**config.mk**
```make
export PLATFORM = sky130hd
export DESIGN_NAME = ddr5_phy_wrdata_crc_flat
export DESIGN_NICKNAME = d
export VERILOG_FILES = /design/src/rtl/ddr5_phy_wrdata_crc_if.sv /design/src/rtl/ddr5_phy_wrdata_crc.sv /design/src/flat_wrapper.sv
export SDC_FILE = /design/constraint.sdc
export NUM_CORES = 1
export LEC_CHECK = 0
export CAP_MARGIN = 20
export CORE_ASPECT_RATIO = 1.5
export CORE_MARGIN = 2
export CORE_UTILIZATION = 40
export CTS_CLUSTER_DIAMETER = 30
export DETAILED_ROUTE_END_ITERATION = 8
export PLACE_DENSITY = 0.59
export SLEW_MARGIN = 20
export SYNTH_ARGS = -nofsm -noshare
export SYNTH_HDL_FRONTEND = slang
export SYNTH_SLANG_ARGS = --single-unit
```
**constraint.sdc**
```tcl
create_clock -name clk_i -period 2.2 [get_ports clk_i]
set_input_delay 0.66 -clock clk_i [delete_from_list [all_inputs] [get_ports clk_i]]
set_output_delay 0.66 -clock clk_i [all_outputs]
set_load 0.02 [all_outputs]
```
**src/rtl/ddr5_phy_wrdata_crc_if.sv**
```systemverilog
// ----------------------------------------------------------------------------
// ddr5_phy_wrdata_crc_if
//   Beat-serial write-data bus around the write-CRC stage of one x4 DDR5 lane.
//   The upstream side (DFI write path) offers beats with in_valid_i/in_data_i
//   and sees in_ready_o; the downstream side (DQ serializer) receives
//   out_valid_o/out_data_o plus the out_crc_o and out_last_o beat markers.
//
//   Signals
//     in_valid_i   upstream beat valid
//     in_data_i    upstream beat, bit n = DQn
//     in_ready_o   stage accepts a beat when in_valid_i & in_ready_o
//     out_valid_o  out_data_o carries a valid beat
//     out_data_o   data or CRC beat to the serializer
//     out_crc_o    current out beat is a CRC beat
//     out_last_o   final beat of the burst
//
//   Modports
//     master  upstream driver / observer of the output side
//     slave   the CRC stage itself
// ----------------------------------------------------------------------------
interface ddr5_phy_wrdata_crc_if #(
    parameter int pDQ_WIDTH = 4
);
    logic                 in_valid_i;
    logic [pDQ_WIDTH-1:0] in_data_i;
    logic                 in_ready_o;
    logic                 out_valid_o;
    logic [pDQ_WIDTH-1:0] out_data_o;
    logic                 out_crc_o;
    logic                 out_last_o;

    modport master (
        output in_valid_i,
        output in_data_i,
        input  in_ready_o,
        input  out_valid_o,
        input  out_data_o,
        input  out_crc_o,
        input  out_last_o
    );

    modport slave (
        input  in_valid_i,
        input  in_data_i,
        output in_ready_o,
        output out_valid_o,
        output out_data_o,
        output out_crc_o,
        output out_last_o
    );
endinterface

```
**src/rtl/ddr5_phy_wrdata_crc.sv**
```systemverilog
// ----------------------------------------------------------------------------
// ddr5_phy_wrdata_crc
//   Write-data CRC stage for one x4 DDR5 device lane, between the DFI
//   write-data path and the DQ serializer. A BL16 burst is forwarded with
//   one cycle of latency; when CRC mode is enabled two extra beats carrying
//   the CRC-8 (poly 0x07, MSB-first, no final XOR) are appended (BL18).
//   CRC bits are consumed beat 0..15, DQ0..DQ3 within each beat.
//
//   Ports
//     clk_i           PHY clock
//     rst_i           synchronous, active-high reset
//     phy_CRC_mode_i  1 = append CRC; sampled when beat 0 is accepted
//     bus             ddr5_phy_wrdata_crc_if.slave (in/out beat handshake)
// ----------------------------------------------------------------------------
module ddr5_phy_wrdata_crc #(
    parameter int         pDQ_WIDTH  = 4,
    parameter int         pBURST_LEN = 16,
    parameter logic [7:0] pCRC_INIT  = 8'h00
) (
    input  logic                  clk_i,
    input  logic                  rst_i,
    input  logic                  phy_CRC_mode_i,
    ddr5_phy_wrdata_crc_if.slave  bus
);

    localparam int             CNT_W     = $clog2(pBURST_LEN);
    localparam logic [CNT_W-1:0] LAST_BEAT = CNT_W'(pBURST_LEN - 1);

    typedef enum logic [1:0] {
        IDLE = 2'd0,
        DATA = 2'd1,
        CRC0 = 2'd2,
        CRC1 = 2'd3
    } state_t;

    state_t               state, state_nxt;
    logic [CNT_W-1:0]     beat_cnt;
    logic [7:0]           crc;
    logic                 crc_en;

    logic                 in_ready;
    logic                 accept;
    logic                 last_beat;
    logic                 first_beat;
    logic [7:0]           crc_upd;

    logic                 vld_p1;
    logic [pDQ_WIDTH-1:0] data_p1;
    logic                 crc_beat_p1;
    logic                 last_p1;

    // Applies one whole beat to the CRC, DQ0 first, in a single cycle.
    function automatic logic [7:0] crc8_beat(input logic [7:0]           crc_in,
                                             input logic [pDQ_WIDTH-1:0] d);
        logic [7:0] c;
        logic       fb;
        c = crc_in;
        for (int i = 0; i < pDQ_WIDTH; i++) begin
            fb = c[7] ^ d[i];
            c  = {c[6:0], 1'b0} ^ (fb ? 8'h07 : 8'h00);
        end
        return c;
    endfunction

    assign in_ready   = (state == IDLE) || (state == DATA);
    assign accept     = bus.in_valid_i && in_ready;
    assign first_beat = (beat_cnt == '0);
    assign last_beat  = (beat_cnt == LAST_BEAT);
    // Beat 0 restarts from the seed so a burst never inherits a stale CRC.
    assign crc_upd    = crc8_beat(first_beat ? pCRC_INIT : crc, bus.in_data_i);

    always_comb begin
        state_nxt = state;
        case (state)
            IDLE: if (accept) state_nxt = DATA;
            DATA: if (accept && last_beat) state_nxt = crc_en ? CRC0 : IDLE;
            CRC0: state_nxt = CRC1;
            CRC1: state_nxt = IDLE;
            default: state_nxt = IDLE;
        endcase
    end

    // ---- stage p0 -> p1: accept beat, update CRC, register output beat ----
    always_ff @(posedge clk_i) begin
        if (rst_i) begin
            state       <= IDLE;
            beat_cnt    <= '0;
            crc         <= pCRC_INIT;
            crc_en      <= 1'b0;
            vld_p1      <= 1'b0;
            data_p1     <= '0;
            crc_beat_p1 <= 1'b0;
            last_p1     <= 1'b0;
        end else begin
            state <= state_nxt;
            if (accept) begin
                beat_cnt <= last_beat ? '0 : beat_cnt + CNT_W'(1);
                crc      <= crc_upd;
                // Mode is latched per burst; later toggles wait for beat 0.
                if (first_beat) crc_en <= phy_CRC_mode_i;
            end

            vld_p1      <= accept || (state == CRC0) || (state == CRC1);
            crc_beat_p1 <= (state == CRC0) || (state == CRC1);
            // crc_en is still the current burst's value when beat 15 lands.
            last_p1     <= (accept && last_beat && !crc_en) || (state == CRC1);

            // out_data holds its last value whenever nothing new is emitted.
            if (accept)
                data_p1 <= bus.in_data_i;
            else if (state == CRC0)
                data_p1 <= crc[pDQ_WIDTH-1:0];
            else if (state == CRC1)
                data_p1 <= crc[2*pDQ_WIDTH-1:pDQ_WIDTH];
        end
    end

    assign bus.in_ready_o  = in_ready;
    assign bus.out_valid_o = vld_p1;
    assign bus.out_data_o  = data_p1;
    assign bus.out_crc_o   = crc_beat_p1;
    assign bus.out_last_o  = last_p1;

endmodule

```
**src/flat_wrapper.sv**
```systemverilog
// flat-port wrapper written by rule: the top's interface ports become plain ports
module ddr5_phy_wrdata_crc_flat 
#(
    parameter int         pDQ_WIDTH  = 4,
    parameter int         pBURST_LEN = 16,
    parameter logic [7:0] pCRC_INIT  = 8'h00
)
  (clk_i, rst_i, phy_CRC_mode_i, bus_in_valid_i, bus_in_data_i, bus_in_ready_o, bus_out_valid_o, bus_out_data_o, bus_out_crc_o, bus_out_last_o);
  ddr5_phy_wrdata_crc_if #(.pDQ_WIDTH(pDQ_WIDTH)) bus_i ();
  input  logic clk_i;
  input  logic rst_i;
  input  logic phy_CRC_mode_i;
  input wire logic [$bits(bus_i.in_valid_i)-1:0] bus_in_valid_i;
  input wire logic [$bits(bus_i.in_data_i)-1:0] bus_in_data_i;
  output wire logic [$bits(bus_i.in_ready_o)-1:0] bus_in_ready_o;
  output wire logic [$bits(bus_i.out_valid_o)-1:0] bus_out_valid_o;
  output wire logic [$bits(bus_i.out_data_o)-1:0] bus_out_data_o;
  output wire logic [$bits(bus_i.out_crc_o)-1:0] bus_out_crc_o;
  output wire logic [$bits(bus_i.out_last_o)-1:0] bus_out_last_o;
  assign bus_i.in_valid_i = bus_in_valid_i;
  assign bus_i.in_data_i = bus_in_data_i;
  assign bus_in_ready_o = bus_i.in_ready_o;
  assign bus_out_valid_o = bus_i.out_valid_o;
  assign bus_out_data_o = bus_i.out_data_o;
  assign bus_out_crc_o = bus_i.out_crc_o;
  assign bus_out_last_o = bus_i.out_last_o;
  ddr5_phy_wrdata_crc #(.pDQ_WIDTH(pDQ_WIDTH), .pBURST_LEN(pBURST_LEN), .pCRC_INIT(pCRC_INIT)) u_core (.clk_i(clk_i), .rst_i(rst_i), .phy_CRC_mode_i(phy_CRC_mode_i), .bus(bus_i));
endmodule
```
# Yosys cells after proc, flatten, opt, wreduce, memory -nomap -nowiden
# Cells that the tools add are included.
dict set report word_totals {
  ff_bits 22
  inputBits 8
  elab_cells 50
}
dict set report op_classes {
  add_sub_neg 1
  n_eq_ne 6
  muxes 13
  bitwise_logic 8
  n_reduce_logical 14
}
# op n
set ops {}
lappend ops {{8-bit bitwise XOR} 4}
lappend ops {{4-bit two-way mux} 4}
lappend ops {{3-bit two-way mux} 4}
lappend ops {{8-bit two-way mux} 1}
lappend ops {{2-bit one-hot mux with 4 select lines} 1}
lappend ops {{2-bit two-way mux} 3}
lappend ops {{1-bit logical OR} 5}
lappend ops {{4-bit by 1-bit adder with 4-bit output, second input constant} 1}
lappend ops {{2-bit == test, second input constant} 2}
lappend ops {{4-bit == test, second input constant} 1}
lappend ops {{4-bit logical NOT} 1}
lappend ops {{2-bit AND reduction} 2}
lappend ops {{1-bit bitwise XOR} 4}
lappend ops {{1-bit logical AND} 3}
lappend ops {{3-bit nonzero test} 1}
lappend ops {{2-bit by 1-bit == test with 1-bit output, second input constant} 1}
lappend ops {{2-bit logical NOT} 1}
lappend ops {{2-bit by 1-bit != test with 1-bit output, second input constant} 1}
lappend ops {{2-bit != test, second input constant} 1}
lappend ops {{1-bit logical NOT} 1}

# Longest topological paths before layout
dict set report logic_depth {
  ltp_word 14
  depth_mapped 7
  mapped_depth_nobuf 6
}

# Worst setup path before layout
# No wires, ideal clock.
dict set report synth_timing {
  kind {input port to flip-flop}
  start {in bus_in_valid_i}
  end {reg u_core.crc[5]}
  t_arrival_ns 1.577
  required_ns 2.109
  setup_slack_ns 0.533
  cell_stages 5
  n_path_buf 2
  cell_sequence {buf_2 nor2b_1 buf_2 nor2_1 a311oi_1}
}
dict set report synth_via {
  elab_chain_len 1
}
# item line
set synth_lines {}
lappend synth_lines {{start: declaration} flat_wrapper.sv:13} ;# input wire logic [$bits(bus_i.in_valid_i)-1:0] bus_in_valid_i;
lappend synth_lines {{1-bit logical AND} ddr5_phy_wrdata_crc.sv:66} ;# assign accept = bus.in_valid_i && in_ready;
lappend synth_lines {{end signal: assignment} ddr5_phy_wrdata_crc.sv:88} ;# crc <= pCRC_INIT;
lappend synth_lines {{end signal: assignment} ddr5_phy_wrdata_crc.sv:98} ;# crc <= crc_upd;
lappend synth_lines {{end: declaration} ddr5_phy_wrdata_crc.sv:38} ;# logic [7:0] crc;
# Every way passes these cells.
# A chain may end at the register's enable or synchronous reset.

==> results.sh <==
export IMPL_dominantRegCellSynth="dfxtp_1"
export IMPL_cp_max_fo=3
export IMPL_die_area_mm2=0.00337
export IMPL_hold_end="u_core.bus.out_crc_o$_SDFF_PP0_"
export IMPL_grt_most_used_layer="met2"
export IMPL_cts_tree="built"
export IMPL_powerDensity_mw_per_mm2=604
export IMPL_drcViolationCount=0
export IMPL_critical_path_endpoint_type="output port"
export IMPL_flops_latches_synth=22
export IMPL_met2_usage_in_global_routing=0.308
export IMPL_cts_buffers=3
export IMPL_worstPathRequired_ps=1540
export IMPL_vdd_drop_max_uv=313
export IMPL_yosys_warnings=0
export IMPL_grtUsageMet1=0.232
export IMPL_clock_latency_of_the_later_clocked_register_in_the_worst_skew_pair_ps=260
export IMPL_setup_viol=0
export IMPL_final_layout_size_suffix_gt1_frac=0.121
export IMPL_dr_pass1_iters=4
export IMPL_final_max_slew_viol_count=0
export IMPL_fp_dieH_um=70.1
export IMPL_timing_clock_skew_ps=4.61
export IMPL_htree_num_levels=1
export IMPL_dpl_hpwl_um=1990
export IMPL_cts_resized=0
export IMPL_timing_worst_slew_pin_value_ps=426
export IMPL_finalWeightedCongestion=0.758
export IMPL_worst_case_reg_to_reg_path_depth=6
export IMPL_instances_no_fill=188
export IMPL_ant_nets=0
export IMPL_clock_tree_buffer_depth=2
export IMPL_ctsHoldBuffers=0
export IMPL_fin_crit_sh=0.876
export IMPL_max_slew_margin=0.715
export IMPL_die_x_um=48.0
export IMPL_syn_num_nets=140
export IMPL_critPathArrivalTime_ps=1270
export IMPL_timing_reg2reg_setup_slack_ps=310
export IMPL_power_leakage_nw=0.512
export IMPL_gr_util_met3=0.0181
export IMPL_place_worst_setup_slack_ps=21.9
export IMPL_cp_start_kind="register"
export IMPL_tritoncts_num_sinks=22
export IMPL_postCtsSetupBuffers=0
export IMPL_timing_hold_worst_class="register to register"
export IMPL_ys_top_cells_by_count="dfxtp_1 (22), nor2_1 (13), a211oi_1 (10)"
export IMPL_yosys_top_cells_area="dfxtp_1 (38%), a211oi_1 (6.5%), nor2_1 (4.2%)"
export IMPL_routed_via_count=994
export IMPL_fp_coreArea_mm2=0.00285
export IMPL_vias_per_cell=5.29
export IMPL_via_count_of_the_first_global_routing_pass=998
export IMPL_grt_total_usage=0.185
export IMPL_fillers=287
export IMPL_mean_instance_size_in_the_synthesized_netlist_um2=8.95
export IMPL_start_util=0.408
export IMPL_syn_to_final_growth_pct=23.0
export IMPL_placed_cells_incl_taps=185
export IMPL_total_wire_length_after_detailed_routing_um=2620
export IMPL_async_flop_share=0
export IMPL_wl_per_cell_um=13.9
export IMPL_finalCriticalPeriod_ps=1930
export IMPL_rsz0062_at_grt="false"
export IMPL_path_clk_slew_ps=70
export IMPL_min_path_cells=2
export IMPL_initial_antenna_violation_count=0
export IMPL_placement_io_buffers=15
export IMPL_diode_insertion_count_for_antenna_repair=0
export IMPL_rows=24
export IMPL_synth_edff_count=0
export IMPL_clockRootBuffer="clkbuf_8"
export IMPL_synth_yosys_seq_area_share=0.378
export IMPL_num_nets_final=161
export IMPL_fmax_ghz=0.519
export IMPL_timing_rr_end="u_core.crc[2]$_SDFFE_PP0P_"
export IMPL_overflow=0
export IMPL_cap_viol_max_count=0
export IMPL_hold_viol=0
export IMPL_post_synth_cell_types=36
export IMPL_first_pass_grt_wire_length_um=4600
export IMPL_cell_type_with_the_highest_aggregate_area_in_the_netlist="dfxtp_1"
export IMPL_timing_setup_critical_path_class="register to output port"
export IMPL_synth_largest_type_area_fraction=0.378
export IMPL_pin_count=16
export IMPL_drt_initial_drc_count=30
export IMPL_worst_slack_setup_final_ps=273
export IMPL_tns_ps=0
export IMPL_yosys_cell_count_top_type="dfxtp_1"
export IMPL_postSynthCellCount=130
export IMPL_critical_path_reg2reg_startpoint="u_core.beat_cnt[0]$_SDFFE_PP0P_"
export IMPL_grt_start_max_net_pins=23
export IMPL_outcome="completed"
export IMPL_mappedNetlistArea_mm2=0.00116
placed cells by master, fill, tap and decap left out, types with 4 or more instances in the layout:
cell	Yosys	layout
a211oi_1	10	10
a21oi_1	7	7
buf_4	0	9
clkdlybuf4s50_1	0	15
dfxtp_1	22	22
mux2i_1	4	4
nand2_1	8	8
nand3_1	5	5
nor2_1	13	13
nor2b_1	5	5
o21ai_0	4	4
xnor2_1	4	4
xor2_1	4	4
state kept, by name, indices dropped and copies added (netlist names), named ones only:
| register | count |
|---|---|
| u_core.crc | 8 |
| u_core.beat_cnt | 4 |
| u_core.bus.out_data_o | 4 |
| u_core.bus.out_valid_o | 1 |
| u_core.bus.out_crc_o | 1 |
| u_core.state | 1 |
| u_core.bus.out_last_o | 1 |
| u_core.crc_en | 1 |
worst max-delay path, cell delays in order (launching register included):
cell and delay (ps):
dfxtp_1 320, inv_1 90, clkdlybuf4s50_1 600
layout make-up:
| class | instances | area [um^2] | share of cell area |
|---|---|---|---|
| Multi-Input combinational cell | 97 | 672 | 0.469 |
| Sequential cell | 22 | 440 | 0.308 |
| Timing Repair Buffer | 24 | 218 | 0.152 |
| Tap cell | 39 | 48.8 | 0.0341 |
| Clock buffer | 3 | 41.3 | 0.0288 |
| Inverter | 3 | 11.3 | 0.00787 |
cells by family after synthesis:
| kind of cell | count (synthesis) | share of synthesized area |
|---|---|---|
| AOI/OAI and AO/OA | 32 | 0.202 |
| muxes | 4 | 0.0344 |
| adders and majority gates | 2 | 0.0215 |
| buffers and inverters | 11 | 0.0441 |
| and+or+nand+nor | 50 | 0.239 |
| DFF | 22 | 0.378 |
| xor gates and xnor gates | 9 | 0.0806 |
worst max-delay path by stage:
stage | startpoint | to | slack (ps) | cells after the start
floorplan | bus_in_valid_i | u_core.crc[5]$_SDFFE_PP0P_ | 530 | 5
global placement | bus_in_data_i[2] | u_core.crc[2]$_SDFFE_PP0P_ | 70 | 5
detailed placement | bus_in_data_i[1] | u_core.crc[4]$_SDFFE_PP0P_ | 20 | 4
CTS | register | bus_in_ready_o | 270 | 2
global route | bus_in_data_i[1] | u_core.crc[4]$_SDFFE_PP0P_ | 190 | 4
finish | register | bus_in_ready_o | 270 | 2
report_power, final:
group	switching [mW]	internal [mW]	total (mW)
clock network	0.124	0.122	0.247
logic	0.0836	0.0868	0.170
registers	0.0261	0.421	0.447
total	0.234	0.630	0.864
per-layer routing:
layer,up-vias,share of wire
met5,-,0
met2,14,0.53
li1,505,-
met1,469,0.43
met3,6,0.015
met4,0,0.019
per-stage QoR:
step           power, mW  hold WS [ps]  instance area (um^2)   util
3_5_place_dp       0.628           486                  1390  0.487
4_1_cts            0.873           496                  1430  0.502
5_1_grt            0.919           536                  1430  0.502
6_report           0.864           496                  1430  0.502
3_3_place_gp       0.623           470                  1390  0.487
2_1_floorplan      0.570           460                  1160      -
Note: power is estimated with default switching activity, not from simulation.
